File: src/rtl/rotator_ctrl.sv
// rotator_ctrl: sequencer for one SDF stage's interleaved re/im twiddle rotator
//   clk        clock
//   rst        asynchronous active-high reset
//   in_valid   data word at rotator din this cycle; words alternate re, im
//   in_sof     with in_valid on a re word: first pair of the frame (index 0)
//   sw         rotator select, high on the accepted im-word cycle
//   twiddle    registered {cos,sin}, signed Q1.7 each
//   out_valid  rotator dout valid this cycle
//   out_im     with out_valid: 0 = real result, 1 = imaginary result
//   out_last   with out_valid & out_im: imaginary result of pair N-1
//   err        one-cycle pulse per aborted pair
package fft_pkg;
    typedef struct packed {
        logic signed [7:0] cos_q;
        logic signed [7:0] sin_q;
    } twiddle_t;
endpackage

module rotator_ctrl #(
    parameter int N_LOG2 = 6,
    parameter int STAGE  = 0
) (
    input  logic             clk,
    input  logic             rst,
    input  logic             in_valid,
    input  logic             in_sof,
    output logic             sw,
    output fft_pkg::twiddle_t twiddle,
    output logic             out_valid,
    output logic             out_im,
    output logic             out_last,
    output logic             err
);
    localparam int N = 1 << N_LOG2;
    localparam int L = N >> STAGE;
    localparam logic [N_LOG2-1:0] LMASK = N_LOG2'(L - 1);
    localparam logic [N_LOG2-1:0] HALF  = N_LOG2'(L / 2);
    localparam fft_pkg::twiddle_t UNITY = 16'h7F00;

    // Rounded, saturated W_N^m; evaluated only at elaboration
    function automatic fft_pkg::twiddle_t calc(input int m);
        real a, c, s;
        int ci, si;
        a = 2.0 * 3.141592653589793 * m / N;
        c = 127.0 * $cos(a);
        s = -127.0 * $sin(a);
        ci = c >= 0.0 ? $rtoi(c + 0.5) : -$rtoi(0.5 - c);
        si = s >= 0.0 ? $rtoi(s + 0.5) : -$rtoi(0.5 - s);
        ci = ci > 127 ? 127 : (ci < -127 ? -127 : ci);
        si = si > 127 ? 127 : (si < -127 ? -127 : si);
        return {8'(ci), 8'(si)};
    endfunction

    fft_pkg::twiddle_t tab [N/2];
    for (genvar g = 0; g < N/2; g++) begin : g_tab
        localparam fft_pkg::twiddle_t TW = calc(g);
        assign tab[g] = TW;
    end

    typedef enum logic {RE, IM} phase_t;
    phase_t phase, phase_n;
    logic [N_LOG2-1:0] k, k_n, idx, idx_n, j;
    logic [N_LOG2-2:0] m;
    logic load, sw_d, last_d;
    fft_pkg::twiddle_t tw_n;

    always_comb begin
        phase_n = phase;
        k_n     = k;
        idx_n   = idx;
        load    = 1'b0;
        sw      = 1'b0;
        if (phase == RE) begin
            if (in_valid) begin
                phase_n = IM;
                idx_n   = in_sof ? '0 : k;
                load    = 1'b1;
            end
        end else if (in_valid && in_sof) begin
            // im slot carries a new frame's re word: restart the pair at index 0
            idx_n = '0;
            load  = 1'b1;
        end else if (in_valid) begin
            sw      = 1'b1;
            k_n     = idx + 1'b1;
            phase_n = RE;
        end else begin
            phase_n = RE;
        end
    end

    // Lower half of each block is unity; upper half steps through the table
    assign j    = idx_n & LMASK;
    assign m    = (N_LOG2-1)'((j - HALF) << STAGE);
    assign tw_n = (j < HALF) ? UNITY : tab[m];

    always_ff @(posedge clk or posedge rst) begin
        if (rst) begin
            phase   <= RE;
            k       <= '0;
            idx     <= '0;
            twiddle <= UNITY;
            sw_d    <= 1'b0;
            last_d  <= 1'b0;
            err     <= 1'b0;
        end else begin
            phase  <= phase_n;
            k      <= k_n;
            idx    <= idx_n;
            if (load) twiddle <= tw_n;
            sw_d   <= sw;
            last_d <= sw && (idx == '1);
            err    <= (phase == IM) && (!in_valid || in_sof);
        end
    end

    assign out_valid = sw | sw_d;
    assign out_im    = sw_d;
    assign out_last  = sw_d & last_d;
endmodule

File: config.mk
export PLATFORM = sky130hd
export DESIGN_NAME = rotator_ctrl
export DESIGN_NICKNAME = d
export VERILOG_FILES = /design/src/rtl/rotator_ctrl.sv
export SDC_FILE = /design/constraint.sdc
export NUM_CORES = 1
export LEC_CHECK = 0
export ABC_AREA = 1
export ABC_CLOCK_PERIOD_IN_PS = 4000
export CAP_MARGIN = 20
export CORE_ASPECT_RATIO = 0.6
export CORE_MARGIN = 2
export CORE_UTILIZATION = 53
export DETAILED_ROUTE_END_ITERATION = 6
export GPL_TIMING_DRIVEN = 0
export PLACE_DENSITY = 0.74
export SLEW_MARGIN = 20
export SYNTH_ARGS = -nofsm -noshare
export SYNTH_HDL_FRONTEND = slang
export SYNTH_SLANG_ARGS = --single-unit
File: constraint.sdc
create_clock -name clk -period 4 [get_ports clk]
set_clock_uncertainty 0.05 [all_clocks]
set_input_delay 0.4 -clock clk [delete_from_list [all_inputs] [get_ports clk]]
set_output_delay 0.4 -clock clk [all_outputs]
set_load 0.1 [all_outputs]
== After elaboration in Yosys (flattened, before gate mapping) ==
Memories as Yosys holds them, arrays and structs flattened.
Cells that the tools add are included.
Word-level totals
  bits in registers: 32
  memory bits (read-only): 512
  input bits: 4
  word-level logic and storage cells: 36
  memories kept: 1
Memory list
  (no name shown): depth 32, bits a word 16, rd ports 1, clocked after Yosys merged registers in 0, write ports 0, line 95  | assign tw_n = (j < HALF) ? UNITY : tab[m];
Operators by class
  $add $sub $neg: 2
  order comparisons: 2
  equality and inequality tests: 1
  mux-type cells: 12
  bitwise logic cells: 4
  reduce and logical (&&, ||, !) cells: 6
Operators with widths (count)
  $mux W16: 3
  $mux W6: 4
  $add A6 B1 Y6 const B: 1
  $eq A6 B6 Y1 const B: 1
  $ge A6 B6 Y1 const B: 1
  $lt A6 B6 Y1 const B: 1
  $not A5 Y6: 1
  $mux W1: 5
  $sub A5 B1 Y5 const B: 1
  $logic_and A1 B1 Y1: 3
  $reduce_and A3 Y1: 1
  $and A1 B1 Y1: 1
  $logic_not A1 Y1: 1
  $logic_or A1 B1 Y1: 1
  $not A1 Y1: 1
  $or A1 B1 Y1: 1

== Depth between registers and ports, before layout ==
Gate-level depths: netlist of run 1.
  depth after elaboration: 9
  mapped depth: 16
  gate-level depth less buffers: 16

== Worst setup path after synthesis of run 1 ==
OpenSTA, ideal clock, no wires.
  path kind: in2out
  from: input in_sof
  to: output out_valid
  arrival time: 2.158 ns
  setup slack: 1.392 ns
  stages: 4
  path buffers: 0
  cell sequence: inv_1 nand2_1 nor2_2 or2_2
Between the ends
  longest elaborated chain between the ends: 4
RTL lines
  start, declared: line 26  | input logic in_sof,
  $logic_and A1 B1 Y1: line 79  | end else if (in_valid && in_sof) begin
  $mux W1: line 79
  $mux W1: line 73  | if (phase == RE) begin
  named net sw: line 27  | output logic sw,
  $or A1 B1 Y1: line 117  | assign out_valid = sw | sw_d;
  end, declared: line 29  | output logic out_valid,
The timed path passes the listed nets, and every way through them passes these cells.

== Final worst setup path of run 1 ==
  from: input in_valid
  to: output out_valid
Between the ends
  longest elaborated chain between the ends: 4
  elaborated cells on any way between the ends: 5
RTL lines
  start, declared: line 25  | input logic in_valid,
  $mux W1 or $logic_and A1 B1 Y1 (tied branches): line 83, 79
  $mux W1 (*): line 79
  $mux W1 (*): line 73
  $or A1 B1 Y1 (*): line 117
Every way passes the cells marked *; elsewhere a longest branch is shown, timed or not.

==> metrics.cfg, run 1 <==
[outcome]
status=finished, final reports clean

[floorplan]
core-area_mm2=0.00376
start_util_pct=57.0
rows=17
die_width_um=86.2
pin_count=25
die_y_um=53.3
die-area_mm2=0.00459

[synth]
synth_edf_count=0
synth_area_leader_cell=dfrtp_1
synth_seq_cells=32
async_flop_share_pct=100
syn_nets=310
synth_top_area_share_pct=29.1
ys_dominant_reg_cell=dfrtp_1
synth_area_leaders=dfrtp_1 (29%), nand2_1 (20%), nand3_1 (8.6%)
synth_warnings=0
yosysSeqAreaShare_pct=37.7
syn_avg_cell_area_um2=7.23
ys_types=34
syn_area_mm2=0.00215
synth_cells=297

[critical_path]
critPathKind=in -> out
critPathTopFamily=buffers and inverters
worst_ep_required_time_ns=3.55
path_max_fanout=11
rr_endpoint=twiddle[5]
path_common_cell=clkdlybuf4s50_1
cp-endpoint=out_valid
arrival_ns=2.94
path_buf_inv=2
r2r_slack_ns=1.64
r2r-start=phase
critPathLaunch=in_valid
reg2reg_depth=14
crit_path_end_kind=output port
slowest_stage=clkdlybuf4s50_1
cp-start-kind=input pin
path_cells=clkdlybuf4s50_1, nand2_1, nor2_2, or2_2, clkdlybuf4s50_1
crit_cells=5
cp_slowest_stage_delay_ns=1.12

[grt]
grt_pass1_wl_um=8990
use_met1_pct=44.5
grt_overflow=0
grt.met2_usage_pct=31.7
grt.busiest_layer=met1
grt_pass1_vias=1762
grt_usage_pct=26.5
antenna_found_initial=0
grtUsageMet3_pct=7.18
grt_max_degree=33

[detailed_routing]
vias=1991
drt_wl_total_um=5260
antenna_left=0
vias_per_cell=5.30
drtIter0Drc=237
wire_per_inst_um=14.0
first_pass_iters=4
drc=0

[cells_and_area]
antenna_cells=0
final_common_cell=nand2_1
nets=341
drive_gt1_share_pct=16.4
syn_to_final_growth_pct=18.3
final_cell_mix=nand2_1 (112), nand3_1 (37), dfrtp_1 (25)

[clock_network]
cts.sinks=32
htree_num_levels=2
cts_buffers=5
path_clk_slew_ns=0.06
postCtsSetupBuffers=0
post_cts_resized=0
cts_hold_buf=0
cts_root_buf=clkbuf_8
clk_path_buf_depth=2
clock_latency_ns=0.29
cts_tree=yes

[sta]
maxSlewViolCount=0
setup_violations=0
rsz0062_at_grt=no
worst_pin_slew_ns=0.969
whs_ns=0.431
hold_violations=0
relSlewSlack_pct=35.2
timing.final.crit_share_pct=84.9
timing.fmax_mhz=295
finalCriticalPeriod_ns=3.39
setup_tns_ns=0

[worst_hold_path]
hold_path_depth=2
hp-class=reg -> reg

[pwr]
power_switching_uw=291
seqPwrFrac_pct=42.6
powerDensity_mw_per_mm2=328
p_leak_nw=1.33
swShare_pct=35.0
pwr-share-comb_pct=26.1
p_int_uw=541
ir_drop_mv=0.193
power_frac_clock_pct=31.3

[job]
cap_viol_max_count=0

[placed_design]
dp_hpwl_um=4050
numPortBuffers=24
gp_congestion=0.976

final cells by class:
cell class / count / area, um2
Buffer: 8 / 66.3
Clock buffer: 7 / 86.3
Clock inverter: 1 / 7.51
Fill cell: 338 / 1220
Inverter: 29 / 116
Multi-Input combinational cell: 228 / 1150
Sequential cell: 32 / 810
Tap cell: 47 / 58.8
Timing Repair Buffer: 24 / 240
cells by family (layout without fill, tap and decap cells):
logic type	Yosys count	count (layout)	share of synthesized area (%)
buf+inv	37	69	8.51
fa+ha+maj	9	9	5.24
flops	32	32	37.7
xor+xnor	1	1	0.408
simple gates	188	188	39.5
compound gates	30	30	8.68
power groups by stage:
stage	clock network [mW]	logic (mW)	registers [mW]
3_5_place_dp	0	0.214	0.360
2_1_floorplan	0	0.126	0.398
5_1_grt	0.282	0.240	0.357
3_3_place_gp	0	0.212	0.360
6_report	0.261	0.217	0.355
4_1_cts	0.264	0.215	0.354
stage by stage:
| stage | util, % | area, um2 | setup WS [ns] | instances | total power, mW |
|---|---|---|---|---|---|
| 2_1_floorplan | - | 2150 | 1.39 | 297 | 0.524 |
| 3_3_place_gp | 65.0 | 2450 | 0.653 | 368 | 0.573 |
| 3_5_place_dp | 65.0 | 2450 | 0.658 | 368 | 0.575 |
| 4_1_cts | 67.5 | 2540 | 0.638 | 376 | 0.834 |
| 5_1_grt | 67.5 | 2540 | 0.447 | 376 | 0.879 |
| 6_report | 67.5 | 2540 | 0.605 | 376 | 0.832 |
worst register-to-register path, delay by kind of cell, from the launching register on:
family,cells,cell delay (ns)
compound gates,1,0.19
simple gates,9,0.82
flops,1,0.46
buf+inv,3,0.41
fa+ha+maj,1,0.32
flip-flops by register name (all words and copies together), names as in the netlist:
name     count
err          1
idx          6
k            6
last_d       1
out_im       1
phase        1
twiddle     16
how the worst min path moves through the flow:
stage / endpoint / slack, ns / startpoint
after floorplan: k[1] / 0.39 / k[1]
after global placement: twiddle[3] / 0.41 / twiddle[3]
after detailed placement: twiddle[2] / 0.42 / twiddle[2]
after CTS: twiddle[0] / 0.43 / twiddle[0]
after global routing: twiddle[5] / 0.46 / twiddle[5]
final: twiddle[1] / 0.43 / twiddle[1]
Yosys cell counts (2+ instances only):
library cell  count
ha_1              9
nand4_1           2
buf_4             2
nand3_1          37
buf_6             2
dfstp_2           7
nor2_4            2
nand2_4           4
o21ai_0           8
o22ai_1           2
nand2_2          10
inv_1            21
buf_2             2
inv_2             7
dfrtp_1          25
nand2_1         112
a21oi_1           6
nor2_1           15
o21ai_1           7
or2_2             3
per-layer routing:
layer	part of all wire, %	vias up
met5	0	-
met4	0.68	0
met3	9.9	8
met2	34	84
met1	55	889
li1	-	1010
Power figures use the tool's default switching activity.
==> inputs of run 2 (changes only) <==
--- a/config.mk
+++ b/config.mk
@@ -6,7 +6,7 @@
 export NUM_CORES = 1
 export LEC_CHECK = 0
 export ABC_AREA = 1
-export ABC_CLOCK_PERIOD_IN_PS = 4000
+export ABC_CLOCK_PERIOD_IN_PS = 3500
 export CAP_MARGIN = 20
 export CORE_ASPECT_RATIO = 0.6
 export CORE_MARGIN = 2
==> constraint.sdc (replaced) <==
create_clock -name clk -period 3.5 [get_ports clk]
set_clock_uncertainty 0.05 [all_clocks]
set_input_delay 0.35 -clock clk [delete_from_list [all_inputs] [get_ports clk]]
set_output_delay 0.35 -clock clk [all_outputs]
set_load 0.1 [all_outputs]
==> results of run 2 <==
The final DEF is identical to that of run 1. Status: finished, final reports clean.
Main changes from that run: setup slack after placement 0.658 ns -> 0.258 ns; clock-pin slew on the worst setup and hold paths 0.06 ns -> 0.07 ns; setup slack after layout 0.605 ns -> 0.205 ns; register-to-register setup slack 1.64 ns -> 1.14 ns; total power 0.832 mW -> 0.951 mW; worst IR drop on VDD 0.193 mV -> 0.220 mV
